--- config.mk ---
export PLATFORM = sky130hd
export DESIGN_NAME = seq_feeder
export DESIGN_NICKNAME = d
export VERILOG_FILES = /design/src/rtl/seq_feeder_pkg.sv /design/src/rtl/seq_fifo.sv /design/src/rtl/seq_feeder.sv
export SDC_FILE = /design/constraint.sdc
export NUM_CORES = 1
export LEC_CHECK = 0
export BUFFER_PORTS_ARGS = -buffer_cell sky130_fd_sc_hd__buf_2
export CORE_AREA = 2 2 95 166
export DETAILED_ROUTE_END_ITERATION = 8
export DIE_AREA = 0 0 97 168
export GPL_TIMING_DRIVEN = 0
export PLACE_DENSITY = 0.35
export REMOVE_ABC_BUFFERS = 1
export SLEW_MARGIN = 20
export SYNTH_ARGS = -nofsm -noshare
export SYNTH_HDL_FRONTEND = slang
export SYNTH_HIERARCHICAL = 1
export SYNTH_SLANG_ARGS = --single-unit
--- constraint.sdc ---
create_clock -name clock -period 4.1 [get_ports clock]
set_clock_uncertainty 0.1 [all_clocks]
set_input_delay 0.205 -clock clock [delete_from_list [all_inputs] [get_ports clock]]
set_output_delay 0.205 -clock clock [all_outputs]
set_load 0.02 [all_outputs]
--- src/rtl/seq_feeder_pkg.sv ---
// Shared types and constants for the cypher detector's sequence feeder.
package seq_feeder_pkg;

  localparam int DIGIT_W = 4;
  localparam int CNT_W = 8;
  localparam logic [DIGIT_W-1:0] PAD_DEFAULT = 4'hF;

  typedef enum logic [1:0] {
    ST_IDLE   = 2'd0,
    ST_STREAM = 2'd1,
    ST_DONE   = 2'd2
  } state_e;

endpackage

--- src/rtl/seq_fifo.sv ---
// Circular digit buffer with occupancy tracking and a sticky drop flag.
module seq_fifo
  import seq_feeder_pkg::*;
#(
  parameter int DEPTH = 16,
  parameter int AW = 4
) (
  input  logic               clock,
  input  logic               reset,
  input  logic               push_i,
  input  logic [DIGIT_W-1:0] push_data_i,
  input  logic               pop_i,
  output logic [DIGIT_W-1:0] head_o,
  output logic [AW:0]        level_o,
  output logic               full_o,
  output logic               empty_o,
  output logic               overflow_o
);

  localparam logic [AW:0] DEPTH_C = (AW+1)'(DEPTH);

  logic [DIGIT_W-1:0] mem_q [DEPTH];
  logic [AW-1:0]      wrPtr_q, wrPtr_d;
  logic [AW-1:0]      rdPtr_q, rdPtr_d;
  logic [AW:0]        count_q, count_d;
  logic               overflow_q, overflow_d;
  logic               accept;
  logic               doPop;

  // Acceptance looks only at the occupancy at the start of the cycle, so a
  // push into a full buffer is dropped even when a pop frees a slot.
  assign accept = push_i && (count_q < DEPTH_C);
  assign doPop  = pop_i && (count_q != '0);

  always_comb begin
    wrPtr_d    = wrPtr_q;
    rdPtr_d    = rdPtr_q;
    count_d    = count_q;
    overflow_d = overflow_q;
    if (accept) wrPtr_d = wrPtr_q + 1'b1;
    if (doPop) rdPtr_d = rdPtr_q + 1'b1;
    if (accept && !doPop) begin
      count_d = count_q + 1'b1;
    end else if (!accept && doPop) begin
      count_d = count_q - 1'b1;
    end
    if (push_i && !accept) overflow_d = 1'b1;
  end

  always_ff @(posedge clock) begin
    if (!reset) begin
      wrPtr_q    <= '0;
      rdPtr_q    <= '0;
      count_q    <= '0;
      overflow_q <= 1'b0;
    end else begin
      wrPtr_q    <= wrPtr_d;
      rdPtr_q    <= rdPtr_d;
      count_q    <= count_d;
      overflow_q <= overflow_d;
    end
  end

  // Storage needs no reset: stale entries are unreachable once pointers clear.
  always_ff @(posedge clock) begin
    if (accept) mem_q[wrPtr_q] <= push_data_i;
  end

  assign head_o     = mem_q[rdPtr_q];
  assign level_o    = count_q;
  assign full_o     = (count_q == DEPTH_C);
  assign empty_o    = (count_q == '0);
  assign overflow_o = overflow_q;

endmodule

--- src/rtl/seq_feeder.sv ---
// Buffers keypad digits and streams them one per clock into the cypher detector.
// Optional SEQ_FEEDER_CNT_EN adds a saturating per-stream digit counter output.
module seq_feeder
  import seq_feeder_pkg::*;
#(
  parameter int DEPTH = 16,
  parameter int AW = 4,
  parameter logic [DIGIT_W-1:0] PAD = PAD_DEFAULT
) (
  input  logic               clock,
  input  logic               reset,
  input  logic               push,
  input  logic [DIGIT_W-1:0] push_data,
  input  logic               start,
  input  logic               hold,
  output logic [DIGIT_W-1:0] seq_out,
  output logic               seq_valid,
  output logic               busy,
  output logic               done,
  output logic               full,
  output logic               empty,
  output logic [AW:0]        level,
  output logic               overflow
`ifdef SEQ_FEEDER_CNT_EN
  ,
  output logic [CNT_W-1:0]   stream_cnt
`endif
);

  state_e             state_q;
  logic [DIGIT_W-1:0] seqOut_q;
  logic               seqValid_q;
  logic               done_q;
  logic [DIGIT_W-1:0] head;
  logic               pop;
`ifdef SEQ_FEEDER_CNT_EN
  logic [CNT_W-1:0]   streamCnt_q;
`endif

  assign pop = (state_q == ST_STREAM) && !hold && !empty;

  seq_fifo #(
    .DEPTH(DEPTH),
    .AW   (AW)
  ) u_fifo (
    .clock      (clock),
    .reset      (reset),
    .push_i     (push),
    .push_data_i(push_data),
    .pop_i      (pop),
    .head_o     (head),
    .level_o    (level),
    .full_o     (full),
    .empty_o    (empty),
    .overflow_o (overflow)
  );

  // An empty buffer seen in STREAM means the previous cycle presented the last
  // digit, which places the done pulse one cycle after the final valid digit.
  always_ff @(posedge clock) begin
    if (!reset) begin
      state_q    <= ST_IDLE;
      seqOut_q   <= PAD;
      seqValid_q <= 1'b0;
      done_q     <= 1'b0;
`ifdef SEQ_FEEDER_CNT_EN
      streamCnt_q <= '0;
`endif
    end else begin
      case (state_q)
        ST_IDLE: begin
          seqOut_q   <= PAD;
          seqValid_q <= 1'b0;
          done_q     <= 1'b0;
          if (start) begin
`ifdef SEQ_FEEDER_CNT_EN
            streamCnt_q <= '0;
`endif
            if (empty) begin
              state_q <= ST_DONE;
              done_q  <= 1'b1;
            end else begin
              state_q <= ST_STREAM;
            end
          end
        end
        ST_STREAM: begin
          if (empty) begin
            state_q    <= ST_DONE;
            done_q     <= 1'b1;
            seqValid_q <= 1'b0;
            seqOut_q   <= PAD;
          end else if (hold) begin
            seqValid_q <= 1'b0;
          end else begin
            seqOut_q   <= head;
            seqValid_q <= 1'b1;
`ifdef SEQ_FEEDER_CNT_EN
            if (streamCnt_q != '1) streamCnt_q <= streamCnt_q + 1'b1;
`endif
          end
        end
        ST_DONE: begin
          state_q    <= ST_IDLE;
          done_q     <= 1'b0;
          seqValid_q <= 1'b0;
          seqOut_q   <= PAD;
        end
        default: begin
          state_q    <= ST_IDLE;
          done_q     <= 1'b0;
          seqValid_q <= 1'b0;
          seqOut_q   <= PAD;
        end
      endcase
    end
  end

  assign seq_out   = seqOut_q;
  assign seq_valid = seqValid_q;
  assign done      = done_q;
  assign busy      = (state_q == ST_STREAM);
`ifdef SEQ_FEEDER_CNT_EN
  assign stream_cnt = streamCnt_q;
`endif

endmodule

== Yosys cells after proc, flatten, opt, wreduce, memory -nomap -nowiden ==
Memory sizes are Yosys's and may differ from the RTL's. A register that Yosys moved wholly into a read port is not among the register bits.
Cells that the tools add are included.

* Flip-flop bits (word level): 18
* RAM bits: 64
* Input bits: 9
* Output and inout port bits: 15
* Logic and storage cells: 50
* Memories kept: 1

{| class="wikitable"
|+ Memories
! memory !! depth !! width !! read ports !! clocked after memory_dff !! wr ports !! line !! source
|-
| u_fifo.mem_q || 16 || 4 || 1 || 1 || 1 || seq_fifo.sv:22 || <nowiki>logic [DIGIT_W-1:0] mem_q [DEPTH];</nowiki>
|}

* $add $sub $neg: 4
* $lt $le $gt $ge: 1
* Eq/ne operators: 4
* Multiplexer cells: 13
* Bitwise gates (word level): 2
* Reductions and logical operators: 18

{| class="wikitable"
|+ Operators by type and width
! kind !! number
|-
| 5-bit 2-to-1 mux || 2
|-
| 4-bit by 1-bit adder with 4-bit output, second input constant || 2
|-
| 1-bit logical AND || 7
|-
| 1-bit 2-to-1 mux || 6
|-
| 2-bit 2-to-1 mux || 3
|-
| 5-bit by 1-bit adder with 5-bit output, second input constant || 1
|-
| 5-bit == test, second input constant || 1
|-
| 1-bit zero test || 5
|-
| 5-bit zero test || 1
|-
| 5-bit less-than comparator, second input constant || 1
|-
| 5-bit nonzero test || 1
|-
| 5-bit by 1-bit subtractor with 5-bit output, second input constant || 1
|-
| 2-bit one-hot mux with 2 select lines || 1
|-
| 3-bit OR reduction || 1
|-
| 2-bit by 1-bit == test with 1-bit output, second input constant || 1
|-
| 2-bit zero test || 1
|-
| 2-bit by 1-bit inequality test with 1-bit output, second input constant || 1
|-
| 2-bit inequality test, second input constant || 1
|-
| 1-bit inverter || 2
|-
| 1-bit one-hot mux with 2 select lines || 1
|-
| 2-bit AND reduction || 1
|-
| 2-bit nonzero test || 1
|}

== Longest topological paths before layout ==
* Depth in word-level cells: 7
* Gate-level depth with buffers: 11

== Hierarchy ==
The synthesis kept the hierarchy.

{| class="wikitable"
|+ By module, submodules not included
! module !! instances !! cells an instance !! area an instance (um^2) !! seq. area each (um^2)
|-
| seq_fifo || 1 || 217 || 3390.8 || 2282.2
|-
| seq_feeder || 1 || 26 || 304.0 || 160.2
|}

== Worst setup path before layout ==
No wires, ideal clock.

* Kind: reg-to-reg
* From: register u_fifo.count_q[0], in the netlist u_fifo/level_o[0]
* To: register u_fifo.count_q[3], in the netlist u_fifo/level_o[3]
* Arrival: 3119 ps
* Path slack: 819 ps
* Cell stages (with the launch flop): 12
* Buffers on the path: 0
* Period minus slack after synthesis: 3281 ps
* Cells stage by stage: dfxtp_1 > or4_4 > nor2_1 > nor4b_4 > o21ai_4 > ha_1 > inv_1 > ha_1 > a21o_2 > a21oi_1 > or4b_2 > nand3_1

* Longest elaborated chain between the ends: 7

{| class="wikitable"
|+ RTL lines
! element !! line !! source
|-
| start, declared || seq_fifo.sv:25 || <nowiki>logic [AW:0] count_q, count_d;</nowiki>
|-
| start signal, assigned || seq_fifo.sv:59 || <nowiki>count_q <= count_d;</nowiki>
|-
| 5-bit zero test (*) || seq_fifo.sv:72 || <nowiki>assign empty_o = (count_q == '0);</nowiki>
|-
| net empty || seq_feeder.sv:21 || <nowiki>output logic empty,</nowiki>
|-
| 1-bit zero test (*) || seq_feeder.sv:40 || <nowiki>assign pop = (state_q == ST_STREAM) && !hold && !empty;</nowiki>
|-
| 1-bit logical AND (*) || seq_feeder.sv:40 ||
|-
| net pop || seq_feeder.sv:35 || <nowiki>logic pop;</nowiki>
|-
| 1-bit logical AND (*) || seq_fifo.sv:33 || <nowiki>assign doPop = pop_i && (count_q != '0);</nowiki>
|-
| 1-bit zero test || seq_fifo.sv:42 || <nowiki>if (accept && !doPop) begin</nowiki>
|-
| 1-bit logical AND || seq_fifo.sv:42 ||
|-
| 5-bit 2-to-1 mux / 2-bit nonzero test (equally long branches) || n/a ||
|}

Mark *: on every way through the listed nets, which the timed path passes. The rest lies on a longest branch. The select of a mux whose other input is x is not followed.
A chain may end at the register's enable or synchronous reset.

== Worst setup path after layout ==
* From: register u_fifo.count_q[0], in the netlist u_fifo/level_o[0]
* To: register u_fifo.count_q[3], in the netlist u_fifo/level_o[3]

* Longest elaborated chain between the ends: 7

{| class="wikitable"
|+ RTL lines
! element !! line
|-
| 5-bit zero test (*) || seq_fifo.sv:72
|-
| 1-bit zero test (*) || seq_feeder.sv:40
|-
| 1-bit logical AND (*) || seq_feeder.sv:40
|-
| net pop || seq_feeder.sv:35
|-
| 1-bit logical AND (*) || seq_fifo.sv:33
|-
| 1-bit zero test || seq_fifo.sv:42
|-
| 1-bit logical AND || seq_fifo.sv:42
|-
| 5-bit 2-to-1 mux / 2-bit nonzero test (equally long branches) || n/a
|}

Marked as above.

==> flow_summary.yaml <==
floorplanning:
  num_io_pins: 24
  coreArea_mm2: 0.0151
  placementRows: 60
  die_height_um: 168
  dieWidth_um: 97
  design.die.area_mm2: 0.0163
  initial_core_util_pct: 24.5
setup_path:
  timing.setup.critical_path_class: "flop to flop"
  crit_path_frequent_cell: "ha_1"
  critical-path-slowest-cell: "or4_4"
  end_kind: "flop"
  critPathArrivalTime_ns: 3.45
  worstPathBufferInverterCount: 1
  critical_path.top_delay_family: "simple AND/OR/NAND/NOR gates"
  crit_path_cell_trace: "or4_4, nor2_1, nor4b_4, o21ai_4, ha_1, inv_1, ha_1, a21o_2, a21oi_1, or4b_2, nand3_1"
  crit_required_ns: 4.28
  critical_path.startpoint_type: "flop"
  critPathMaxFanout: 5
  longest_individual_stage_delay_on_the_worst_path_ns: 0.61
layout:
  drive_gt1_share_pct: 22.5
  multi_input_area_mm2: 0.00117
  antenna_cells: 0
  layout.area.seq_mm2: 0.00244
  syn2layout_area_growth_pct: 15.5
  finalNetCount: 285
  final.fill_count: 1508
routing:
  drt_wl_total_mm: 7.92
  wire_per_inst_um: 17.3
  final_antenna_net_count: 0
  via_per_inst: 4.27
  detailroute.via_count: 1951
  initialDrtViolationCount: 125
  detail_route.drc_violations: 0
  drt_pre_antenna_iters: 4
logic_synthesis:
  leading_area_contributor_after_synthesis: "edfxtp_1"
  mappedNetlistArea_mm2: 0.00369
  synth-seq-area-share_pct: 66.1
  synth-xor-area-share_pct: 1.66
  synth_cell_types: 36
  yosys_warnings: 6
  flip_flop_and_latch_count_after_synthesis: 90
  syn_inst: 243
  synth_simple_gate_area_share_pct: 10.8
  area_fraction_of_the_dominant_cell_type_after_synthesis_pct: 52.0
  synthTopCellsByArea: "edfxtp_1, dfxtp_1, mux4_2"
  yosys.area_share.adder_pct: 3.59
  muxShareOfSynthArea_pct: 11.6
  synthesis.area_per_instance_um2: 15.2
  number_of_enable_type_register_cells_in_the_synthesized_netlist: 64
  combinational_family_with_the_most_area_after_synthesis: "multiplexers"
  synth.most_common_cell: "edfxtp_1"
  synth_compound_gate_area_share_pct: 4.10
  ys_dominant_reg_cell: "edfxtp_1"
  ys_top_cells_by_count: "edfxtp_1, dfxtp_1, nor2_1"
  synthArstFlopShare_pct: 0
job:
  cap_viol_max_count: 0
cts:
  cts.repair.resized: 0
  clock_slew_at_reported_path_ffs_ns: 0.07
  cts.htree.levels: 3
  postCtsSetupBuffers: 0
  cts-root-buf: "clkbuf_16"
  clock_net_sink_count: 90
  worst_skew_pair.late_latency_ns: 0.34
  tritoncts: "done"
  cts_hold_buf: 0
  clock_tree.buffer_depth: 2
  number_of_buffers_created_by_cts: 9
global_routing:
  groute.usage.overall_pct: 10.4
  grt-ovfl-total: 0
  grt_max_degree: 22
  grt_antenna_before_repair: 0
  grt_pass1_wl_mm: 12.4
  grt_pass1_vias: 2095
timing:
  timing.final.hold_violations: 0
  fmaxAchievable_ghz: 0.306
  setup_viol: 0
  count_of_final_max_slew_check_failures: 0
  final_critical_delay_including_setup_and_external_delays_ns: 3.27
  unrepaired_setup_endpoints_after_global_routing: "false"
  post-route-worst-setup-slack_ns: 0.827
  max_slew.worst_pin.slew_ns: 0.899
  timing.slew.headroom_pct: 40.0
  fin_setup_tns_ns: 0
  finalCritPeriodShare_pct: 79.8
placed_design:
  numPortBuffers: 23
  dpl.hpwl_mm: 5.59
  finalWeightedCongestion: 0.754
  minimum_setup_slack_after_placement_ns: 0.797
status:
  outcome: "finished, final reports clean"
power_and_ir_drop:
  design_power_total_uw: 2380
  cellPowerDensity_mw_per_mm2: 559
  power.ir.vdd_worst_v: 0.000283
  power.leakage_uw: 0.00143
min_path:
  hold_class: "input port to flop"
flip-flops by register name (all words and copies together) (netlist names), named ones only:
name / flops
done: 1
seq_out: 4
seq_valid: 1
state_q: 2
u_fifo/level_o: 5
u_fifo/mem_q: 64
u_fifo/overflow_o: 1
u_fifo/rdPtr_q: 4
u_fifo/wrPtr_q: 4
cells by family (layout without fill, tap and decap cells):
kind of cell               Yosys count  after routing
muxes                               23             23
buffers and inverters               17             45
AOI/OAI and AO/OA                   21             21
xor gates and xnor gates             7              7
adders and majority gates           10             10
and+or+nand+nor                     75             75
DFF                                 90             90
layout by cell type, fill, tap and decap left out, types with 2 or more instances in the layout:
cell         n
nand3_1      3
and2_1      11
clkinv_4     2
o21ai_0      3
a22oi_1      8
clkbuf_16    9
mux4_2      16
o21a_1       2
clkinvlp_4   2
a21oi_1      4
nor3_1       6
nor2_1      21
edfxtp_1    64
nand2b_1     4
ha_1         9
inv_1        6
nand2_1     17
mux2i_1      7
dfxtp_1     25
nor2b_1      7
xnor2_1      6
buf_2       23
layer usage:
metal / share of wire [%] / GRT usage, %
met5: 0 / 0
met4: 3.2 / 5.70
met3: 2.3 / 1.83
met2: 56 / 19.3
met1: 38 / 11.0
worst register-to-register path: stages, from the launching register on:
cell	delay, ns
dfxtp_1	0.37
or4_4	0.61
nor2_1	0.35
nor4b_4	0.12
o21ai_4	0.12
ha_1	0.27
inv_1	0.12
ha_1	0.29
a21o_2	0.11
a21oi_1	0.08
or4b_2	0.61
nand3_1	0.08
worst paths after layout:
path,from,end,slack (ns),depth (start not counted)
max,u_fifo/level_o[0],u_fifo/level_o[3],0.83,11
min,push,u_fifo/overflow_o,0.04,3
max reg2reg,u_fifo/level_o[0],u_fifo/level_o[3],0.83,11
min reg2reg,done,done,0.36,1
stage by stage:
stage	hold slack [ns]	utilization, %	cell area [um^2]	std cells
global route	0.0450	28.3	4270	457
finish	0.0396	28.3	4270	457
floorplan	0.204	-	3640	232
CTS	0.0266	28.3	4270	457
detailed placement	0.351	26.4	3990	441
global placement	0.348	26.4	3990	441
layout make-up:
class                           count  area share [%]
Clock buffer                       11            5.69
Clock inverter                      5           0.909
Inverter                            6           0.528
Multi-Input combinational cell    136            27.5
Sequential cell                    90            57.2
Tap cell                          186            5.45
Timing Repair Buffer               23            2.70
where the power goes:
part / leakage (uW) / internal, uW / total [uW] / switching [uW]
registers: 0.000790 / 1040 / 1120 / 74.9
clock network: 0.000132 / 430 / 771 / 341
logic: 0.000513 / 208 / 498 / 290
total: 0.00143 / 1680 / 2380 / 706
Note: power is estimated with default switching activity, not from simulation.
